[src/rtl/pll_supervisor.sv]
// PLL reset/lock supervisor: pulses the PLL reset, waits for lock with
// bounded retries, and qualifies clk_good after continuous stable lock.
module pll_supervisor #(
  parameter int unsigned PLL_RST_CYCLES = 16,
  parameter int unsigned LOCK_TIMEOUT   = 1000000,
  parameter int unsigned STABLE_CYCLES  = 100000,
  parameter int unsigned MAX_RETRIES    = 3
) (
  input  logic       clkin_100m,
  input  logic       reset,
  input  logic       pll_locked,
  output logic       pll_reset,
  output logic       clk_good,
  output logic       fail,
  output logic [3:0] retry_cnt,
  output logic [7:0] lost_cnt
);

  typedef enum logic [2:0] {
    ST_ASSERT,
    ST_WAIT,
    ST_STABLE,
    ST_RUN,
    ST_FAIL
  } state_t;

  localparam logic [31:0] RST_LAST = 32'(PLL_RST_CYCLES - 1);
  localparam logic [31:0] TMO_LAST = 32'(LOCK_TIMEOUT - 1);
  localparam logic [31:0] STB_LAST = 32'(STABLE_CYCLES - 1);
  localparam logic [3:0]  RTY_MAX  = 4'(MAX_RETRIES);

  state_t      state;
  state_t      state_nxt;
  logic [31:0] cnt;
  logic        sync1;
  logic        lock_s;
  logic [3:0]  retry_nxt;
  logic [7:0]  lost_nxt;

  always_comb begin
    state_nxt = state;
    retry_nxt = retry_cnt;
    lost_nxt  = lost_cnt;
    unique case (state)
      ST_ASSERT: begin
        if (cnt == RST_LAST) state_nxt = ST_WAIT;
      end
      ST_WAIT: begin
        if (lock_s) begin
          state_nxt = ST_STABLE;
        end else if (cnt == TMO_LAST) begin
          if (retry_cnt == RTY_MAX) begin
            state_nxt = ST_FAIL;
          end else begin
            retry_nxt = retry_cnt + 4'd1;
            state_nxt = ST_ASSERT;
          end
        end
      end
      ST_STABLE: begin
        // A drop in the terminal cycle must not reach RUN
        if (!lock_s) state_nxt = ST_WAIT;
        else if (cnt == STB_LAST) state_nxt = ST_RUN;
      end
      ST_RUN: begin
        if (!lock_s) begin
          if (lost_cnt != 8'hff) lost_nxt = lost_cnt + 8'd1;
          retry_nxt = 4'd0;
          state_nxt = ST_ASSERT;
        end
      end
      ST_FAIL: state_nxt = ST_FAIL;
      default: state_nxt = ST_ASSERT;
    endcase
  end

  always_ff @(posedge clkin_100m) begin
    if (reset) begin
      sync1     <= 1'b0;
      lock_s    <= 1'b0;
      state     <= ST_ASSERT;
      cnt       <= '0;
      pll_reset <= 1'b1;
      clk_good  <= 1'b0;
      fail      <= 1'b0;
      retry_cnt <= '0;
      lost_cnt  <= '0;
    end else begin
      sync1     <= pll_locked;
      lock_s    <= sync1;
      state     <= state_nxt;
      cnt       <= (state_nxt != state) ? '0 : cnt + 32'd1;
      pll_reset <= (state_nxt == ST_ASSERT);
      clk_good  <= (state_nxt == ST_RUN);
      fail      <= (state_nxt == ST_FAIL);
      retry_cnt <= retry_nxt;
      lost_cnt  <= lost_nxt;
    end
  end

endmodule

[config.mk]
export PLATFORM = sky130hd
export DESIGN_NAME = pll_supervisor
export DESIGN_NICKNAME = d
export VERILOG_FILES = /design/src/rtl/pll_supervisor.sv
export SDC_FILE = /design/constraint.sdc
export NUM_CORES = 1
export LEC_CHECK = 0
export CAP_MARGIN = 30
export CELL_PAD_IN_SITES_DETAIL_PLACEMENT = 1
export CELL_PAD_IN_SITES_GLOBAL_PLACEMENT = 1
export CORE_ASPECT_RATIO = 0.9
export CORE_MARGIN = 2
export CORE_UTILIZATION = 36
export DETAILED_ROUTE_END_ITERATION = 10
export GPL_TIMING_DRIVEN = 0
export HOLD_SLACK_MARGIN = 0.06
export PLACE_DENSITY = 0.76
export SYNTH_ARGS = -nofsm -noshare
export SYNTH_HDL_FRONTEND = slang
export SYNTH_SLANG_ARGS = --single-unit
[constraint.sdc]
create_clock -name clkin_100m -period 2.25 [get_ports clkin_100m]
set_clock_uncertainty 0.1 [all_clocks]
set_input_delay 0.45 -clock clkin_100m [delete_from_list [all_inputs] [get_ports clkin_100m]]
set_output_delay 0.45 -clock clkin_100m [all_outputs]
set_load 0.1 [all_outputs]
# == Word level (Yosys, flattened, before mapping) ==
# Index checks and enable logic that the tools add are counted.
# word_totals
register_bits,52
inputBits,3
word_cells,48
# op_classes
add_sub_neg,3
eq_ne,16
muxes,13
n_bitwise,1
n_reduce_logical,6
# ops
op,n
$add 32x1->32 const B,1
$eq 32x17->1 const B,1
$eq 32x20->1 const B,1
$eq 32x4->1 const B,1
$mux 3,7
$mux 4,4
$pmux 3 s5,1
$eq 3x2->1 const B,3
$add 8x1->8 const B,1
$ne 2x2->1 const B,4
$ne 8x8->1 const B,1
$pmux 4 s2,1
$eq 3x3->1 const B,2
$logic_not 3->1,2
$reduce_and 5->1,1
$add 4x1->4 const B,1
$eq 4x2->1 const B,1
$eq 3x1->1 const B,1
$ne 3x3->1,1
$reduce_and 3->1,1
$reduce_bool 2->1,1
$reduce_or 2->1,1
$not 1->1,1

# == Logic depth before layout (Yosys ltp) ==
# Gate-level depths: netlist of the first run.
# logic_depth
ltp_word,7
mapped_depth,9
mapped_depth_nobuf,7

# == Least setup slack after synthesis of the first run ==
# No wires, ideal clock.
# synth_path
kind,register to register
start,register lost_cnt[0]
end,register lost_cnt[5]
t_arrival_ns,2.184
slack_ns,-0.161
path_stages_with_launch,8
period_less_slack_ns,2.411
path_cell_list,dfxtp_1 -> ha_1 -> nand3_1 -> o21ai_0 -> nor2_1 -> nand3_1 -> xor2_1 -> nor2_1
# synth_via
elab_chain_cells,2
word_cells_on_any_way,3
classes_between,add/sub (1); eq/ne (1); reduce/logical (1)
# synth_lines
item,line,source
from (decl),16,output logic [7:0] lost_cnt
from (signal assigned),97,lost_cnt <= lost_nxt;
branches (longest 2 deep; another with $add 8x1->8),-,
# Several ways; the timed one is not identified.
# A chain may end at the register's enable or synchronous reset.

# == Worst setup path after layout of the first run ==
# layout_path
start,register lost_cnt[4]
end,output port lost_cnt[4]
# No word-level cell between the ends.

==> flow_metrics.tcl, run 1 <==
set metrics [dict create \
    core_area_mm2 0.00659 \
    antennaDiodeCount 0 \
    drc 0 \
    start_kind "register" \
    grt_max_degree 19 \
    ys.flop_type "dfxtp_1" \
    max-cap-violations 0 \
    p_per_area_mw_per_mm2 529 \
    antenna_found_initial 0 \
    dp_cells 391 \
    hold_buffers 0 \
    fin_cells 405 \
    cts_inserted_buffers 5 \
    peakVddDrop_mv 0.210 \
    pre_cts_slack_ns -0.135 \
    ff2ff_path_depth 8 \
    relSlewSlack 0.348 \
    tightest_slew_ns 0.982 \
    synth.avg_cell_area_um2 8.67 \
    grt_pass1_wl_um 9870 \
    leakage_nw 1.09 \
    initial_core_util 0.374 \
    worst_r2r_endpoint "cnt[16]" \
    syn-num-nets 290 \
    critical-path-top-delay-family "buffers and inverters" \
    hold_viol 0 \
    numPortBuffers 17 \
    wire_per_inst_um 14.7 \
    startpoint "lost_cnt[4]" \
    hold_class "register to register" \
    first_global_vias 2116 \
    synth_edf_count 0 \
    crit_path_top_delay_cell "dlygate4sd2_1" \
    io_pins 18 \
    yosys-top-cells-area "dfxtp_1, xor2_1, nor2_1, xnor2_1, nand3_1" \
    gp_congestion 0.800 \
    p_total_mw 1.55 \
    cp_slowest_stage_delay_ns 0.88 \
    drive_above_1_share 0.156 \
    crit_arrival_ns 1.63 \
    worstSetupPathType "register to output pin" \
    synth_cell_types 37 \
    fin_nets 320 \
    fp.dieW_um 91.2 \
    yosysTopAreaCellShare 0.423 \
    fin_crit_sh 0.970 \
    worst-path-buf-inv 1 \
    ys_ff_latch 52 \
    clock.fmax_mhz 458 \
    dieHeight_um 82.5 \
    yosys.area.top_type "dfxtp_1" \
    path_max_fanout 5 \
    place_hpwl_um 4230 \
    status "finished clean" \
    cts-root-buf "clkbuf_8" \
    r2r_slack_ns 0.09 \
    syn_inst 284 \
    cp.depth 1 \
    dieArea_mm2 0.00752 \
    num_rows 28 \
    regToRegStartpoint "cnt[0]" \
    cts_buffer_depth 2 \
    critPathCaptureType "output pin" \
    cts_tree "done" \
    post_dp_cell_area_mm2 0.00275 \
    areaGrowthSynthToFinish_pct 19.4 \
    final_area_mm2 0.00294 \
    grt_use_total 0.165 \
    h-tree-depth 2 \
    drtPass1Iterations 4 \
    grt-ovfl-total 0 \
    setup_ws_ns 0.0669 \
    cp.required_ns 1.70 \
    via_per_inst 5.18 \
    first_iter_violations 77 \
    drv_slew 0 \
    ys_warn_count 0 \
    ant_nets 0 \
    clkLatencyLatePin_ns 0.32 \
    yosysSeqAreaShare 0.423 \
    synthArstFlopShare 0 \
    synthesis.area_mm2 0.00246 \
    cts.sinks 52 \
    setup_viol 0 \
    cp-endpoint "lost_cnt[4]" \
    wl_um 5970 \
    crit_chain "dlygate4sd2_1" \
    clk_pin_slew_worst_paths_ns 0.10 \
    num_vias 2097 \
    fin_crit_ns 2.18 \
]
-- layout make-up --
cell class	instances	area [um2]
multi-input combinational	216	1390
timing repair buffer	23	193
clock inverter	3	26.3
sequential	52	1050
clock buffer	5	68.8
tap	90	113
buffer	9	68.8
fill	788	3650
inverter	7	26.3
-- per-layer routing --
layer  vias to the layer above  wire length (um)  track usage
li1                       1057                 -            -
met1                      1008              3020        0.216
met2                        24              2700        0.276
met3                         8               140       0.0299
met4                         0               112       0.0636
met5                         -                 0            0
-- worst min path at each step --
stage | to | slack (ns) | startpoint | depth (start not counted)
6_report | lock_s | 0.36 | sync1 | 1
5_1_grt | cnt[0] | 0.38 | cnt[0] | 1
4_1_cts | lock_s | 0.37 | sync1 | 1
3_5_place_dp | lock_s | 0.35 | sync1 | 1
3_3_place_gp | lock_s | 0.32 | sync1 | 1
2_1_floorplan | lock_s | 0.31 | sync1 | 1
-- metrics by stage --
step	TNS [ns]	utilization	hold WS, ns
after CTS	0	0.436	0.366
after floorplan	-0.0228	-	0.314
after global routing	-0.161	0.446	0.382
final	0	0.446	0.363
after detailed placement	-1.43	0.418	0.349
after global placement	-0.894	0.418	0.322
-- what timing repair did --
item / in CTS / in global routing
gates cloned: 0 / 1
pin swaps: 3 / 4
setup buffers: 3 / 2
resized for setup: 19 / 18
endpoints found under the setup margin: 36 / 31
-- sequential cells by signal (all words and copies together), names as in the netlist --
signal	flops
retry_cnt	4
fail	1
state	3
pll_reset	1
sync1	1
lost_cnt	8
clk_good	1
lock_s	1
cnt	32
-- cell usage in the layout, fill, tap and decap left out, types with 3 or more instances in the layout --
| master | n |
|---|---|
| nor2_1 | 50 |
| dfxtp_1 | 45 |
| xor2_1 | 23 |
| nand3_1 | 21 |
| nand2_1 | 16 |
| nand4_1 | 15 |
| xnor2_1 | 13 |
| dlygate4sd2_1 | 13 |
| and3_1 | 10 |
| a21oi_1 | 9 |
| buf_4 | 8 |
| inv_1 | 7 |
| o21ai_0 | 7 |
| dfxtp_2 | 7 |
| nor3_1 | 6 |
| and4_1 | 6 |
| or3_1 | 6 |
| nor4_1 | 5 |
| clkbuf_8 | 5 |
| buf_6 | 4 |
| nor4_2 | 3 |
-- cell families (layout without fill, tap and decap cells) --
group / count (synthesis) / in the layout / synth area share
flops: 52 / 52 / 0.423
fa+ha+maj: 3 / 3 / 0.0152
buf+inv: 16 / 47 / 0.0386
xor+xnor: 36 / 36 / 0.128
simple gates: 152 / 152 / 0.321
compound gates: 25 / 25 / 0.0747
-- power breakdown --
part           internal, mW  total (mW)  switching [mW]  leakage [nW]
combinational        0.0235      0.0492          0.0257         0.622
clock                 0.227       0.569           0.343        0.0423
sequential            0.927       0.935         0.00796         0.423
-- Yosys cell counts (2+ instances only) --
| master | n |
|---|---|
| ha_1 | 3 |
| nor2_1 | 52 |
| nor2b_1 | 3 |
| buf_4 | 3 |
| buf_6 | 3 |
| or3_1 | 6 |
| and4_1 | 6 |
| nand4_1 | 15 |
| nand2_1 | 16 |
| and3_1 | 11 |
| xnor2_1 | 13 |
| xor2_1 | 23 |
| clkbuf_1 | 2 |
| a21oi_1 | 9 |
| nand3_1 | 21 |
| dfxtp_1 | 52 |
| nor3_2 | 2 |
| nor4_1 | 8 |
| o21ai_0 | 7 |
| inv_1 | 7 |
| nor3_1 | 6 |
Note: power is estimated with default switching activity, not from simulation.
==> inputs of run 2 (changes only) <==
Settings changed: CAP_MARGIN 30 to 20.
==> results of run 2 <==
Final layout, timing and power as in run 1 (identical DEF).
==> inputs of run 3 (changes only) <==
Settings changed: PLACE_DENSITY 0.76 to 0.68.
==> run 3 against run 2 <==
Register-to-register slack got worse by 0.06 ns. Worst setup slack got worse by 0.033 ns. Sequential cell count unchanged. Largest cell class unchanged.
==> flow_metrics.tcl, run 3 (same netlist as run 1, synthesis figures left out) <==
set metrics [dict create \
    status "finished clean" \
    cts_inserted_buffers 5 \
    p_per_area_mw_per_mm2 526 \
    combPwrFrac 0.028 \
    fin_crit_ns 2.22 \
    drive_above_1_share 0.137 \
    final_common_cell "nor2_1" \
    peakVddDrop_mv 0.221 \
    hold_viol 0 \
    first_iter_violations 81 \
    num_rows 28 \
    start_kind "register" \
    antennaDiodeCount 0 \
    num_vias 2108 \
    setup_viol 0 \
    p_clk_frac 0.367 \
    holdPathStages 1 \
    fp.dieW_um 91.2 \
    top_regs "cnt x32, lost_cnt x8, retry_cnt x4" \
    drv_slew 0 \
    via_per_inst 5.22 \
    sw_frac_of_total 0.240 \
    path_max_fanout 10 \
    first_global_vias 2099 \
    cp.required_ns 2.35 \
    grt_pass1_wl_um 10400 \
    crit_arrival_ns 2.32 \
    gp_congestion 0.772 \
    leakage_nw 1.08 \
    fin_nets 319 \
    clkLatencyLatePin_ns 0.31 \
    core_area_mm2 0.00659 \
    relSlewSlack 0.354 \
    clk_pin_slew_worst_paths_ns 0.10 \
    hp-start "cnt[0]" \
    ff2ff_path_depth 7 \
    io_pins 18 \
    h-tree-depth 2 \
    fin_crit_sh 0.985 \
    startpoint "cnt[17]" \
    wl_um 6230 \
    dieArea_mm2 0.00752 \
    grt_max_degree 19 \
    cts-root-buf "clkbuf_8" \
    dp_cells 391 \
    place_hpwl_um 4300 \
    seqPwrFrac 0.604 \
    worstSetupPathType "register to register" \
    critPathCaptureType "register" \
    post_dp_cell_area_mm2 0.00275 \
    drc 0 \
    largest-register "cnt" \
    largest_register_ff_count 32 \
    p_switching_mw 0.371 \
    grt_use_total 0.175 \
    cts_buffer_depth 2 \
    hold_class "register to register" \
    cts.sinks 52 \
    fin_cells 404 \
    numPortBuffers 17 \
    antenna_found_initial 0 \
    tightest_slew_ns 0.973 \
    drtPass1Iterations 4 \
    initial_core_util 0.374 \
    max-cap-violations 0 \
    intPower_mw 1.17 \
    areaGrowthSynthToFinish_pct 19.2 \
    wire_per_inst_um 15.4 \
    regToRegStartpoint "cnt[17]" \
    clock.fmax_mhz 451 \
    final_area_mm2 0.00293 \
    dieHeight_um 82.5 \
    mostFrequentLayoutCells "nor2_1, dfxtp_1, xor2_1" \
    cts_tree "done" \
    ant_nets 0 \
    grt-ovfl-total 0 \
]
run 3: cell count changes in the layout (fill, tap and decap cells not counted), moves of 2 or more:
cell	before	now
nor4_2	3	1
clkbuf_2	2	0
inv_6	0	2
nor4_1	5	7
clkdlybuf4s15_1	0	3
run 3: per-stage QoR:
| stage | worst slack (ns) | power [mW] | setup TNS [ns] | hold slack (ns) | util |
|---|---|---|---|---|---|
| final | 0.0340 | 1.54 | 0 | 0.341 | 0.445 |
| after global routing | -0.0658 | 1.62 | -0.670 | 0.372 | 0.445 |
| after CTS | 0.0227 | 1.57 | 0 | 0.344 | 0.439 |
| after detailed placement | -0.165 | 0.997 | -2.33 | 0.333 | 0.418 |
| after global placement | -0.151 | 0.996 | -2.09 | 0.322 | 0.418 |
| after floorplan | -0.0228 | 0.982 | -0.0228 | 0.314 | - |
run 3: worst max-delay path: stages, from the launching register on:
cell and delay (ns):
dfxtp_1 0.44, and4_2 0.32, nand4_1 0.21, o41ai_4 0.46, o31ai_2 0.15, o21bai_4 0.19, buf_6 0.17, nor2_1 0.05
run 3: metal layers:
| layer | share of wire | GRT usage |
|---|---|---|
| met1 | 0.50 | 0.238 |
| met2 | 0.47 | 0.288 |
| met3 | 0.022 | 0.0309 |
| met4 | 0.013 | 0.0515 |
| met5 | 0 | 0 |
run 3: final cells by class:
type / instances / area, um2
clock inverter: 3 / 25.0
tap: 90 / 113
fill: 820 / 3650
buffer: 9 / 68.8
multi-input combinational: 216 / 1390
timing repair buffer: 22 / 193
clock buffer: 5 / 68.8
inverter: 7 / 26.3
sequential: 52 / 1050
run 3: final timing paths:
kind         slack, ns  endpoint
max               0.03   cnt[16]
min               0.34    cnt[0]
max reg2reg       0.03   cnt[16]
min reg2reg       0.34    cnt[0]
run 3: power groups by stage:
stage | Combinational (mW) | Sequential (mW) | Clock [mW]
global route | 0.0500 | 0.935 | 0.631
floorplan | 0.0295 | 0.952 | 0
CTS | 0.0455 | 0.933 | 0.595
finish | 0.0439 | 0.933 | 0.567
global placement | 0.0426 | 0.953 | 0
detailed placement | 0.0432 | 0.954 | 0
run 3: what timing repair did:
item	in CTS	in global routing
resized for setup	22	11
endpoints found under the hold margin	0	0
hold buffers	0	0
setup buffers	4	1
setup endpoints to repair	40	26
pin swaps	3	0
